$ cat config.mk
export PLATFORM = sky130hd
export DESIGN_NAME = port_fifo
export DESIGN_NICKNAME = d
export VERILOG_FILES = /design/src/rtl/port_fifo.sv
export SDC_FILE = /design/constraint.sdc
export NUM_CORES = 1
export LEC_CHECK = 0
export ABC_AREA = 1
export CAP_MARGIN = 30
export CORE_MARGIN = 4
export CORE_UTILIZATION = 26
export DETAILED_ROUTE_END_ITERATION = 8
export PLACE_DENSITY = 0.52
export SETUP_SLACK_MARGIN = 0.05
export SYNTH_ARGS = -nofsm -noshare
export SYNTH_HDL_FRONTEND = slang
export SYNTH_SLANG_ARGS = --single-unit
$ cat constraint.sdc
create_clock -name clk_i -period 4.5 [get_ports clk_i]
set_input_delay 0.675 -clock clk_i [delete_from_list [all_inputs] [get_ports clk_i]]
set_output_delay 0.675 -clock clk_i [all_outputs]
set_load 0.02 [all_outputs]
$ cat src/rtl/port_fifo.sv
// port_fifo: show-ahead circular flit FIFO for one router input port.
// The head flit feeds the crossbar directly and req_o decodes its destination port.
module port_fifo #(
  parameter int DEPTH = 4,
  parameter int WIDTH = 16
) (
  input  logic                       clk_i,
  input  logic                       rst_ni,
  input  logic                       push_i,
  input  logic [WIDTH-1:0]           data_i,
  input  logic                       pop_i,
  output logic [WIDTH-1:0]           head_o,
  output logic [4:0]                 req_o,
  output logic                       empty_o,
  output logic                       full_o,
  output logic [$clog2(DEPTH):0]     count_o,
  output logic                       ovf_o,
  output logic                       udf_o
);

  localparam int PW = $clog2(DEPTH);
  localparam int CW = PW + 1;

  logic [WIDTH-1:0] mem_q [DEPTH];
  logic [PW-1:0]    wr_ptr_q, wr_ptr_d;
  logic [PW-1:0]    rd_ptr_q, rd_ptr_d;
  logic [CW-1:0]    count_q, count_d;
  logic             ovf_q, ovf_d;
  logic             udf_q, udf_d;
  logic             full_s, empty_s;
  logic             push_ok_s, pop_ok_s;
  logic [WIDTH-1:0] head_s;
  logic [4:0]       req_s;

  assign full_s  = (count_q == CW'(DEPTH));
  assign empty_s = (count_q == CW'(0));

  // Accept/reject decisions and next-state for pointers, occupancy and sticky flags
  always_comb begin
    push_ok_s = push_i & ~full_s;
    pop_ok_s  = pop_i & ~empty_s;
    wr_ptr_d  = wr_ptr_q;
    rd_ptr_d  = rd_ptr_q;
    count_d   = count_q;
    if (push_ok_s) begin
      wr_ptr_d = wr_ptr_q + PW'(1);
    end else begin
      wr_ptr_d = wr_ptr_q;
    end
    if (pop_ok_s) begin
      rd_ptr_d = rd_ptr_q + PW'(1);
    end else begin
      rd_ptr_d = rd_ptr_q;
    end
    case ({push_ok_s, pop_ok_s})
      2'b10:   count_d = count_q + CW'(1);
      2'b01:   count_d = count_q - CW'(1);
      default: count_d = count_q;
    endcase
    ovf_d = ovf_q | (push_i & full_s);
    udf_d = udf_q | (pop_i & empty_s);
  end

  // Control state register
  always_ff @(posedge clk_i or negedge rst_ni) begin
    if (!rst_ni) begin
      wr_ptr_q <= '0;
      rd_ptr_q <= '0;
      count_q  <= '0;
      ovf_q    <= 1'b0;
      udf_q    <= 1'b0;
    end else begin
      wr_ptr_q <= wr_ptr_d;
      rd_ptr_q <= rd_ptr_d;
      count_q  <= count_d;
      ovf_q    <= ovf_d;
      udf_q    <= udf_d;
    end
  end

  // Flit storage; contents are never visible while empty, so no reset
  always_ff @(posedge clk_i) begin
    if (rst_ni && push_ok_s) begin
      mem_q[wr_ptr_q] <= data_i;
    end
  end

  // Show-ahead head flit and destination decode (codes 5-7 fold onto local)
  always_comb begin
    head_s = '0;
    req_s  = 5'b00000;
    if (!empty_s) begin
      head_s = mem_q[rd_ptr_q];
      case (head_s[WIDTH-1 -: 3])
        3'd0:    req_s = 5'b00001;
        3'd1:    req_s = 5'b00010;
        3'd2:    req_s = 5'b00100;
        3'd3:    req_s = 5'b01000;
        default: req_s = 5'b10000;
      endcase
    end else begin
      head_s = '0;
      req_s  = 5'b00000;
    end
  end

  assign head_o  = head_s;
  assign req_o   = req_s;
  assign empty_o = empty_s;
  assign full_o  = full_s;
  assign count_o = count_q;
  assign ovf_o   = ovf_q;
  assign udf_o   = udf_q;

endmodule
==> results of run 1 <==
## power by group through the flow
stage          sequential, uW  clock, uW  combinational (uW)
2_1_floorplan             908          0                 798
3_3_place_gp              922          0                1230
3_5_place_dp              924          0                1230
4_1_cts                   910        768                1240
5_1_grt                   922        802                1360
6_report                  908        753                1210
## critical path: cells and delay by family, from the launching register on
kind                   cells  cell delay (ns)
buffers and inverters      3             1.16
DFF                        1             0.65
and+or+nand+nor            5             0.51
## placed cells by master (no fill, tap or decap), types with 2 or more instances in the layout
master           Yosys  final
inv_1               16     16
nand2_1             80     80
clkinvlp_4           0      3
bufinv_16            0      2
clkbuf_16            0      9
a21oi_1             14     14
dfrtp_1              9      9
edfxtp_1            64     64
xor2_1               3      3
ha_1                 5      5
a21o_1               2      2
nor2_1              38     38
o21ai_0             15     15
xnor2_1              2      2
buf_4                3      5
clkdlybuf4s50_1      0     47
nand3_1             10     10
inv_4                2      2
## stage by stage
step / std cells / worst slack (ns)
final: 476 / 1.19
after global routing: 476 / 0.906
after CTS: 476 / 1.12
after detailed placement: 460 / 1.49
after global placement: 460 / 1.59
after floorplan: 277 / 2.49
## registers in the layout, summed over array words and instances, names as in the netlist
name      flops
wr_ptr_q      2
udf_o         1
rd_ptr_q      2
ovf_o         1
mem_q        64
count_o       3
## worst paths after layout
check	startpoint	endpoint	slack [ns]	cells past startpoint
setup / recovery	rd_ptr_q[0]$_DFFE_PN0P_	req_o[1]	1.19	8
hold / removal	ovf_o$_DFF_PN0_	ovf_o$_DFF_PN0_	0.46	1
setup reg to reg	count_o[0]$_DFFE_PN0P_	count_o[2]$_DFFE_PN0P_	2.56	10
hold reg to reg	ovf_o$_DFF_PN0_	ovf_o$_DFF_PN0_	0.46	1
max in group asynchronous	rst_ni	rd_ptr_q[1]$_DFFE_PN0P_	3.50	1
min in group asynchronous	rst_ni	ovf_o$_DFF_PN0_	0.67	1
## kinds of logic (layout without fill, tap and decap cells)
kind of cell / after synthesis / after routing
buf+inv: 31 / 87
flops: 73 / 73
fa+ha+maj: 6 / 6
xor+xnor: 5 / 5
compound gates: 31 / 31
simple gates: 131 / 131
## metal layers
metal	vias up	global-route usage (%)	routed length (um)
li1	1020	-	-
met1	941	12.6	3040
met2	46	15.6	2930
met3	9	3.03	337
met4	0	4.62	137
met5	-	0	0
## final cells by class
type                            instances  area, sq um  share of cell area [%]
Sequential cell                        73         2150                    53.2
Clock buffer                           10          229                    5.68
Timing Repair Buffer                   52          508                    12.6
Inverter                               19         76.3                    1.89
Multi-Input combinational cell        173          803                    19.9
Tap cell                              143          179                    4.44
Clock inverter                          6         91.3                    2.26
==> flow_metrics.env, run 1 <==
export IMPL_synth_flop_cell="edfxtp_1"
export IMPL_numCtsBuffers=9
export IMPL_drcViolationCount=0
export IMPL_tns_ns=0
export IMPL_critPathMaxFanout=34
export IMPL_ys_top_cells_by_count="80 x nand2_1, 64 x edfxtp_1, 38 x nor2_1"
export IMPL_synth_seq_area_share_pct=68.7
export IMPL_critPathMaxStageDelay_ns=0.65
export IMPL_die_area_sq_mm=0.0138
export IMPL_cap_viol_max_count=0
export IMPL_worstMarginPinSlew_ns=0.495
export IMPL_fmax_mhz=302
export IMPL_holdWs_ns=0.460
export IMPL_ys_warn_count=0
export IMPL_nets=354
export IMPL_skew_ns=0.00564
export IMPL_core_area_sq_mm=0.0116
export IMPL_hold_class="reg -> reg"
export IMPL_p_leak_uw=0.00155
export IMPL_die_y_um=118
export IMPL_clock_root_buffer="clkbuf_16"
export IMPL_ant_nets=0
export IMPL_cts_tree="built"
export IMPL_antenna_cells=0
export IMPL_async_reset_ff_share_pct=12.3
export IMPL_post_cts_resize_count=0
export IMPL_hold_viol_final=0
export IMPL_synthesis_area_sq_mm=0.00313
export IMPL_synth_compound_area_share_pct=5.12
export IMPL_peakVddDrop_v=0.000234
export IMPL_place_area_sq_mm=0.00371
export IMPL_yosys_top_cells_area="edfxtp_1 61%, nand2_1 9.6%, dfrtp_1 7.2%"
export IMPL_first_pass_iters=4
export IMPL_setup_violations_final=0
export IMPL_rsz0062_at_grt="false"
export IMPL_synth_xor_area_share_pct=1.40
export IMPL_antenna_found_initial=0
export IMPL_synth_top_family_by_area="simple AND/OR/NAND/NOR gates"
export IMPL_grt_pass1_wl_mm=10.9
export IMPL_cp_cell_sequence="buf_4 > inv_4 > nand2_1 > nand3_1 > nand2_1 > nand2_1 > nor2_1 > clkdlybuf4s50_1"
export IMPL_final_layout_size_suffix_gt1_share_pct=7.51
export IMPL_cp_common_cell="nand2_1"
export IMPL_finalWeightedCongestion=0.763
export IMPL_final_cell_area_sq_mm=0.00403
export IMPL_wl_mm=6.44
export IMPL_dieWidth_um=118
export IMPL_avgSynthCellArea_sq_um=11.3
export IMPL_startpoint_type="register"
export IMPL_area_growth_pct=29.1
export IMPL_final_util_pct=34.7
export IMPL_critical_path_class="reg -> out"
export IMPL_synth_fa_ha_area_share_pct=2.64
export IMPL_cts_path_max_buffers=2
export IMPL_swShare_pct=36.7
export IMPL_clk_insertion_delay_late_ns=0.33
export IMPL_synth_seq_cells=73
export IMPL_p_sw_uw=1060
export IMPL_h_tree_depth=3
export IMPL_syn_num_nets=303
export IMPL_drt_iter0_markers=86
export IMPL_crit_path_top_delay_cell="dfrtp_1"
export IMPL_via_per_inst=4.24
export IMPL_worst_ep_required_time_ns=3.83
export IMPL_initial_utilization_pct=26.9
export IMPL_vias=2016
export IMPL_p_clk_share_pct=26.2
export IMPL_cts_setup_buffers=0
export IMPL_rows=39
export IMPL_max_slew_margin_rel_pct=67.0
export IMPL_share_comb_of_total_power_pct=42.2
export IMPL_avgRoutedWirePerCell_um=13.5
export IMPL_clk_pin_slew_worst_paths_ns=0.06
export IMPL_clock_sinks=73
export IMPL_synth_edf_count=64
export IMPL_post_route_period_util_pct=73.7
export IMPL_grt_usage_pct=9.97
export IMPL_cp_end_kind="primary output"
export IMPL_period_needed_ns=3.31
export IMPL_fillers=1136
export IMPL_yosys_area_top_type="edfxtp_1"
export IMPL_critical_path_arrival_ns=2.64
export IMPL_synth_top_area_share_pct=61.5
export IMPL_intPower_uw=1820
export IMPL_synthMuxAreaShare_pct=0
export IMPL_hold_buffers=0
export IMPL_grt_pass1_vias=2119
export IMPL_synth_simple_area_share_pct=16.5
export IMPL_drv_slew=0
export IMPL_ioPinCount=48
export IMPL_ys_types=21
export IMPL_power_density_mw_per_mm2=713
export IMPL_grt_max_degree=35
export IMPL_total_power_uw=2880
export IMPL_placement_io_buffers=47
export IMPL_synthMostInstantiatedCell="nand2_1"
export IMPL_outcome="complete, no violations"
export IMPL_place_hpwl_mm=4.29
export IMPL_p_seq_share_pct=31.6
export IMPL_grt_overflow=0
export IMPL_netlist_instances=277
Power figures use the tool's default switching activity.
==> inputs of run 2 (changes only) <==
--- a/config.mk
+++ b/config.mk
@@ -10,7 +10,7 @@
 export CORE_MARGIN = 4
 export CORE_UTILIZATION = 26
 export DETAILED_ROUTE_END_ITERATION = 8
-export PLACE_DENSITY = 0.52
+export PLACE_DENSITY = 0.54
 export SETUP_SLACK_MARGIN = 0.05
 export SYNTH_ARGS = -nofsm -noshare
 export SYNTH_HDL_FRONTEND = slang
==> constraint.sdc (replaced) <==
create_clock -name clk_i -period 2.7 [get_ports clk_i]
set_input_delay 0.405 -clock clk_i [delete_from_list [all_inputs] [get_ports clk_i]]
set_output_delay 0.405 -clock clk_i [all_outputs]
set_load 0.02 [all_outputs]
==> run 2 against run 1 <==
Against the previous run: non-clock buffer count grew 9; sequential power grew 66%; cell count is 1.9% higher; hold slack lost 0.085 ns; flip-flop and latch count did not move; clock skew down 0.0020 ns; critical path depth down 2; global-route usage is 0.11 points lower; die area unchanged; first-iteration DRC count down 8.1%; critical endpoint unchanged; largest cell class unchanged.
==> flow_metrics.env, run 2 (synthesis gave the netlist of run 1 again) <==
export IMPL_drv_slew=0
export IMPL_rsz0062_at_grt="false"
export IMPL_clk_pin_slew_worst_paths_ns=0.05
export IMPL_final_layout_size_suffix_gt1_share_pct=9.65
export IMPL_hold_buffers=0
export IMPL_finalWeightedCongestion=0.724
export IMPL_area_growth_pct=30.8
export IMPL_dp_cells=466
export IMPL_largest_reg_flops=64
export IMPL_critPathMaxStageDelay_ns=0.61
export IMPL_grt_overflow=0
export IMPL_rows=39
export IMPL_period_needed_ns=2.47
export IMPL_outcome="complete, no violations"
export IMPL_swShare_pct=36.9
export IMPL_critical_path_arrival_ns=2.06
export IMPL_dieWidth_um=118
export IMPL_worstMarginPinSlew_ns=0.376
export IMPL_clock_sinks=73
export IMPL_die_y_um=118
export IMPL_final_cell_area_sq_mm=0.00409
export IMPL_crit_start="rd_ptr_q[0]$_DFFE_PN0P_"
export IMPL_place_area_sq_mm=0.00376
export IMPL_vias=2060
export IMPL_h_tree_depth=3
export IMPL_p_leak_uw=0.00163
export IMPL_placement_io_buffers=47
export IMPL_numCtsBuffers=9
export IMPL_startpoint_type="register"
export IMPL_antenna_found_initial=0
export IMPL_drcViolationCount=0
export IMPL_die_area_sq_mm=0.0138
export IMPL_intPower_uw=2990
export IMPL_cts_tree="built"
export IMPL_skew_ns=0.00359
export IMPL_initial_utilization_pct=26.9
export IMPL_critical_path_class="reg -> out"
export IMPL_fmax_mhz=406
export IMPL_worst_ep_required_time_ns=2.30
export IMPL_p_clk_share_pct=23.5
export IMPL_avgRoutedWirePerCell_um=13.5
export IMPL_ant_nets=0
export IMPL_wl_mm=6.53
export IMPL_drt_iter0_markers=79
export IMPL_hold_viol_final=0
export IMPL_nets=363
export IMPL_post_route_period_util_pct=91.3
export IMPL_cts_path_max_buffers=2
export IMPL_via_per_inst=4.25
export IMPL_cp_end_kind="primary output"
export IMPL_grt_usage_pct=9.85
export IMPL_peakVddDrop_v=0.000342
export IMPL_largest_register="mem_q"
export IMPL_hold_class="in -> async"
export IMPL_setup_violations_final=0
export IMPL_grt_pass1_wl_mm=10.8
export IMPL_cp_cell_sequence="buf_4 > nand2_1 > nand3_2 > nand3_1 > nor2_1 > clkdlybuf4s50_1"
export IMPL_share_comb_of_total_power_pct=44.6
export IMPL_core_area_sq_mm=0.0116
export IMPL_first_pass_iters=4
export IMPL_cp_buffers_inverters=2
export IMPL_grt_max_degree=35
export IMPL_clk_insertion_delay_late_ns=0.32
export IMPL_instances_no_fill=485
export IMPL_crit_path_top_delay_cell="clkdlybuf4s50_1"
export IMPL_p_seq_share_pct=31.9
export IMPL_cap_viol_max_count=0
export IMPL_final_cell_mix="80 x nand2_1, 64 x edfxtp_1, 44 x clkdlybuf4s50_1"
export IMPL_power_density_mw_per_mm2=1160
export IMPL_mostFrequentLayoutCell="nand2_1"
export IMPL_max_slew_margin_rel_pct=74.9
export IMPL_grt_pass1_vias=2088
export IMPL_clock_root_buffer="clkbuf_16"
export IMPL_place_hpwl_mm=4.54
export IMPL_critPathMaxFanout=12
export IMPL_antenna_cells=0
export IMPL_ioPinCount=48
export IMPL_crit_reg2reg_launch="count_o[0]$_DFFE_PN0P_"
export IMPL_cp_top_family="buffers and inverters"
export IMPL_p_sw_uw=1750
export IMPL_tns_ns=0
[run 2: cell type report]
type,instances,area (sq um)
clock buffers,12,236
inverters,19,88.8
multi-input cells,173,803
well taps,143,179
fillers,1148,7530
flip-flops and latches,73,2150
repair buffers,61,587
clock inverters,4,43.8
[run 2: worst reg2reg max path, delay by kind of cell (launching register included)]
family	cells	cell delay [ns]
xor+xnor	1	0.15
fa+ha+maj	2	0.54
buf+inv	3	0.25
flops	1	0.38
simple gates	4	0.53
[run 2: worst paths after layout]
| kind | to | cells after the start | slack (ns) |
|---|---|---|---|
| max | req_o[1] | 6 | 0.23 |
| min | count_o[0]$_DFFE_PN0P_ | 2 | 0.37 |
| max reg2reg | count_o[2]$_DFFE_PN0P_ | 10 | 0.74 |
| min reg2reg | udf_o$_DFF_PN0_ | 1 | 0.46 |
| max in group asynchronous | rd_ptr_q[0]$_DFFE_PN0P_ | 2 | 2.17 |
| min in group clk_i | udf_o$_DFF_PN0_ | 1 | 0.46 |
[run 2: stage by stage]
stage / hold slack [ns] / total power [uW] / utilization, % / setup WS [ns]
floorplan: 0.109 / 2840 / - / 0.771
global placement: 0.442 / 3610 / 32.4 / 0.417
CTS: 0.374 / 4750 / 34.8 / 0.0540
global route: 0.392 / 5070 / 35.2 / 0.0597
finish: 0.375 / 4740 / 35.2 / 0.235
detailed placement: 0.455 / 3630 / 32.4 / 0.388
[run 2: repair_timing]
item | CTS | global route
resized for setup | 1 | 9
setup buffers | 0 | 3
setup endpoints to repair | 2 | 20
pin swaps | 0 | 0
[run 2: power by group through the flow]
| stage | logic (uW) | clock network (uW) | registers (uW) |
|---|---|---|---|
| 2_1_floorplan | 1330 | 0 | 1510 |
| 3_3_place_gp | 2090 | 0 | 1520 |
| 3_5_place_dp | 2110 | 0 | 1520 |
| 4_1_cts | 2120 | 1130 | 1500 |
| 5_1_grt | 2350 | 1190 | 1530 |
| 6_report | 2110 | 1110 | 1510 |
[run 2: per-layer routing]
| metal | global-route usage [%] | share of wire (%) | up-vias |
|---|---|---|---|
| met3 | 2.74 | 3.5 | 6 |
| met1 | 12.5 | 46 | 979 |
| met5 | 0 | 0 | - |
| met2 | 16.2 | 50 | 37 |
| met4 | 3.30 | 1.2 | 0 |
| li1 | - | - | 1038 |
==> inputs of run 3 (changes only) <==
--- a/config.mk
+++ b/config.mk
@@ -5,7 +5,6 @@
 export SDC_FILE = /design/constraint.sdc
 export NUM_CORES = 1
 export LEC_CHECK = 0
-export ABC_AREA = 1
 export CAP_MARGIN = 30
 export CORE_MARGIN = 4
 export CORE_UTILIZATION = 26
==> run 3 against run 2 <==
Against the previous run: clock skew up 0.0021 ns; synthesized cell count fell by 45%; flip-flop and latch count unchanged; global-route usage is 0.44 points lower; clock power rose by 19%; core utilization rose by 1.8 points; area after synthesis decreased by 5.2%; power is 1.6% lower; sequential share of layout area grew 0.26 points; hold slack worse by 0.044 ns; first-iteration DRC count grew 10%; sequential power about the same.
==> flow_metrics.env, run 3 <==
export IMPL_numCtsBuffers=9
export IMPL_synth_seq_cells=73
export IMPL_final_layout_size_suffix_gt1_share_pct=20.6
export IMPL_ioPinCount=48
export IMPL_grt_max_degree=13
export IMPL_nets=249
export IMPL_clock_sinks=73
export IMPL_final_util_pct=37.0
export IMPL_clk_pin_slew_worst_paths_ns=0.06
export IMPL_rsz0062_at_grt="false"
export IMPL_skew_ns=0.00571
export IMPL_critPathMaxStageDelay_ns=0.53
export IMPL_startpoint_type="register"
export IMPL_post_route_period_util_pct=94.0
export IMPL_synth_edf_count=64
export IMPL_synth_top_family_by_area="multiplexers"
export IMPL_p_leak_uw=0.00155
export IMPL_initial_utilization_pct=27.0
export IMPL_largest_register="mem_q"
export IMPL_synthesis_area_sq_mm=0.00296
export IMPL_crit_path_top_delay_cell="clkdlybuf4s50_1"
export IMPL_grt_usage_pct=9.41
export IMPL_place_hpwl_mm=4.00
export IMPL_synthMuxAreaShare_pct=13.6
export IMPL_grt_pass1_wl_mm=9.15
export IMPL_syn_num_nets=178
export IMPL_final_cell_mix="64 x edfxtp_1, 33 x clkdlybuf4s50_1, 18 x buf_4"
export IMPL_p_clk_share_pct=28.3
export IMPL_ys_warn_count=0
export IMPL_rr_worst_depth=9
export IMPL_antenna_found_initial=0
export IMPL_synth_seq_area_share_pct=72.4
export IMPL_ys_types=27
export IMPL_drt_iter0_markers=87
export IMPL_worst_ep_required_time_ns=2.30
export IMPL_setup_slack_ns=0.161
export IMPL_intPower_uw=3240
export IMPL_critical_path_class="reg -> out"
export IMPL_place_ws_ns=0.130
export IMPL_via_per_inst=4.18
export IMPL_synth_top_area_share_pct=64.8
export IMPL_grt_pass1_vias=1679
export IMPL_ys_top_cells_by_count="64 x edfxtp_1, 16 x and2_1, 10 x mux4_2"
export IMPL_share_comb_of_total_power_pct=38.7
export IMPL_place_area_sq_mm=0.00369
export IMPL_cp_end_kind="primary output"
export IMPL_fmax_mhz=394
export IMPL_rows=38
export IMPL_die_y_um=115
export IMPL_antenna_cells=0
export IMPL_cap_viol_max_count=0
export IMPL_period_needed_ns=2.54
export IMPL_synth_xor_area_share_pct=1.77
export IMPL_first_pass_iters=4
export IMPL_multi_input_area_sq_um=749
export IMPL_avgSynthCellArea_sq_um=19.5
export IMPL_mostFrequentLayoutCell="edfxtp_1"
export IMPL_clk_insertion_delay_late_ns=0.32
export IMPL_setup_violations_final=0
export IMPL_finalWeightedCongestion=0.726
export IMPL_drv_slew=0
export IMPL_grt_overflow=0
export IMPL_area_growth_pct=37.1
export IMPL_yosys_top_cells_area="edfxtp_1 65%, dfrtp_1 7.6%, mux4_2 7.6%"
export IMPL_synth_flop_cell="edfxtp_1"
export IMPL_cp_cell_sequence="buf_4 > mux4_2 > and2_1 > clkdlybuf4s50_1"
export IMPL_tns_ns=0
export IMPL_critical_path_arrival_ns=2.13
export IMPL_netlist_instances=152
export IMPL_hold_class="in -> async"
export IMPL_wl_mm=5.68
export IMPL_r2r_setup_slack_ns=0.46
export IMPL_p_seq_share_pct=32.9
export IMPL_die_area_sq_mm=0.0132
export IMPL_ant_nets=0
export IMPL_power_density_mw_per_mm2=1150
export IMPL_cts_tree="built"
export IMPL_core_area_sq_mm=0.0110
export IMPL_h_tree_depth=3
export IMPL_synth_simple_area_share_pct=6.54
export IMPL_worstMarginPinSlew_ns=0.365
export IMPL_hold_viol_final=0
export IMPL_yosys_area_top_type="edfxtp_1"
export IMPL_swShare_pct=30.4
export IMPL_synth_compound_area_share_pct=0.507
export IMPL_seq_area_sq_mm=0.00215
export IMPL_critPathMaxFanout=7
export IMPL_clock_root_buffer="clkbuf_16"
export IMPL_max_slew_margin_rel_pct=75.7
export IMPL_cts_path_max_buffers=2
export IMPL_synthMostInstantiatedCell="edfxtp_1"
export IMPL_total_power_uw=4660
export IMPL_placement_io_buffers=47
export IMPL_avgRoutedWirePerCell_um=15.4
export IMPL_largest_reg_flops=64
export IMPL_p_sw_uw=1420
export IMPL_final_cell_area_sq_mm=0.00407
export IMPL_drcViolationCount=0
export IMPL_synth_fa_ha_area_share_pct=2.79
export IMPL_outcome="complete, no violations"
export IMPL_fillers=1009
export IMPL_peakVddDrop_v=0.000510
export IMPL_vias=1538
export IMPL_dieWidth_um=115
export IMPL_async_reset_ff_share_pct=12.3
[run 3: cell count changes after synthesis, moves of 3 or more]
cell      previous run  this run
inv_1               16         9
clkbuf_1             0         3
and2_1               0        16
buf_6                5         1
nor2_1              38         2
and3_1               0         4
o21ai_0             15         0
a21oi_1             14         0
mux4_2               0        10
nand2_1             80         2
buf_2                4         1
mux4_1               0         6
nand3_1             10         1
[run 3: worst paths after layout]
kind | start | endpoint
worst max-delay path | rd_ptr_q[0]$_DFFE_PN0P_ | head_o[8]
worst min-delay path | rst_ni | rd_ptr_q[1]$_DFFE_PN0P_
worst max register to register | count_o[0]$_DFFE_PN0P_ | count_o[2]$_DFFE_PN0P_
worst min register to register | ovf_o$_DFF_PN0_ | ovf_o$_DFF_PN0_
max in group asynchronous | rst_ni | count_o[1]$_DFFE_PN0P_
min in group clk_i | ovf_o$_DFF_PN0_ | ovf_o$_DFF_PN0_
[run 3: layout make-up]
type                    instances  share of cell area, %
clock buffers                  10                   5.63
clock inverters                 6                   2.62
inverters                       9                  0.831
multi-input cells              64                   18.4
flip-flops and latches         73                   52.8
well taps                     140                   4.31
repair buffers                 66                   15.3
[run 3: metrics by stage]
step / hold slack (ns) / std cells
final: 0.331 / 368
after detailed placement: 0.466 / 349
after CTS: 0.318 / 367
after floorplan: 0.109 / 152
after global placement: 0.449 / 349
after global routing: 0.329 / 368
[run 3: timing repair]
item / in CTS / in global routing
endpoints found under the setup margin: 17 / 8
gates resized for setup: 11 / 8
gates cloned: 0 / 0
hold buffers: 0 / 0
buffers inserted: 2 / 1
pin swaps: 0 / 0
endpoints found under the hold margin: 0 / 0
[run 3: worst max-delay path: cells and delay by family (launching register included)]
family                 cells  cell delay, ns
flip-flops                 1            0.46
AND/OR/NAND/NOR            1            0.17
multiplexers               1            0.49
buffers and inverters      2            0.70
[run 3: routing by layer]
layer / up-vias / GRT usage, % / routed length, um
li1: 727 / - / -
met1: 774 / 11.3 / 2370
met2: 33 / 15.5 / 2960
met3: 4 / 3.79 / 288
met4: 0 / 3.29 / 65
met5: - / 0 / 0
[run 3: cells by family after synthesis]
kind of cell / after synthesis
mux: 18
simple gates: 32
buf+inv: 15
compound gates: 2
xor+xnor: 6
flops: 73
fa+ha+maj: 6
[run 3: power by group through the flow]
stage | Sequential (uW) | Clock [uW] | Combinational, uW
after global placement | 1550 | 0 | 1850
final | 1530 | 1320 | 1800
after detailed placement | 1560 | 0 | 1860
after floorplan | 1540 | 0 | 1070
after CTS | 1540 | 1350 | 1850
after global routing | 1560 | 1410 | 1970
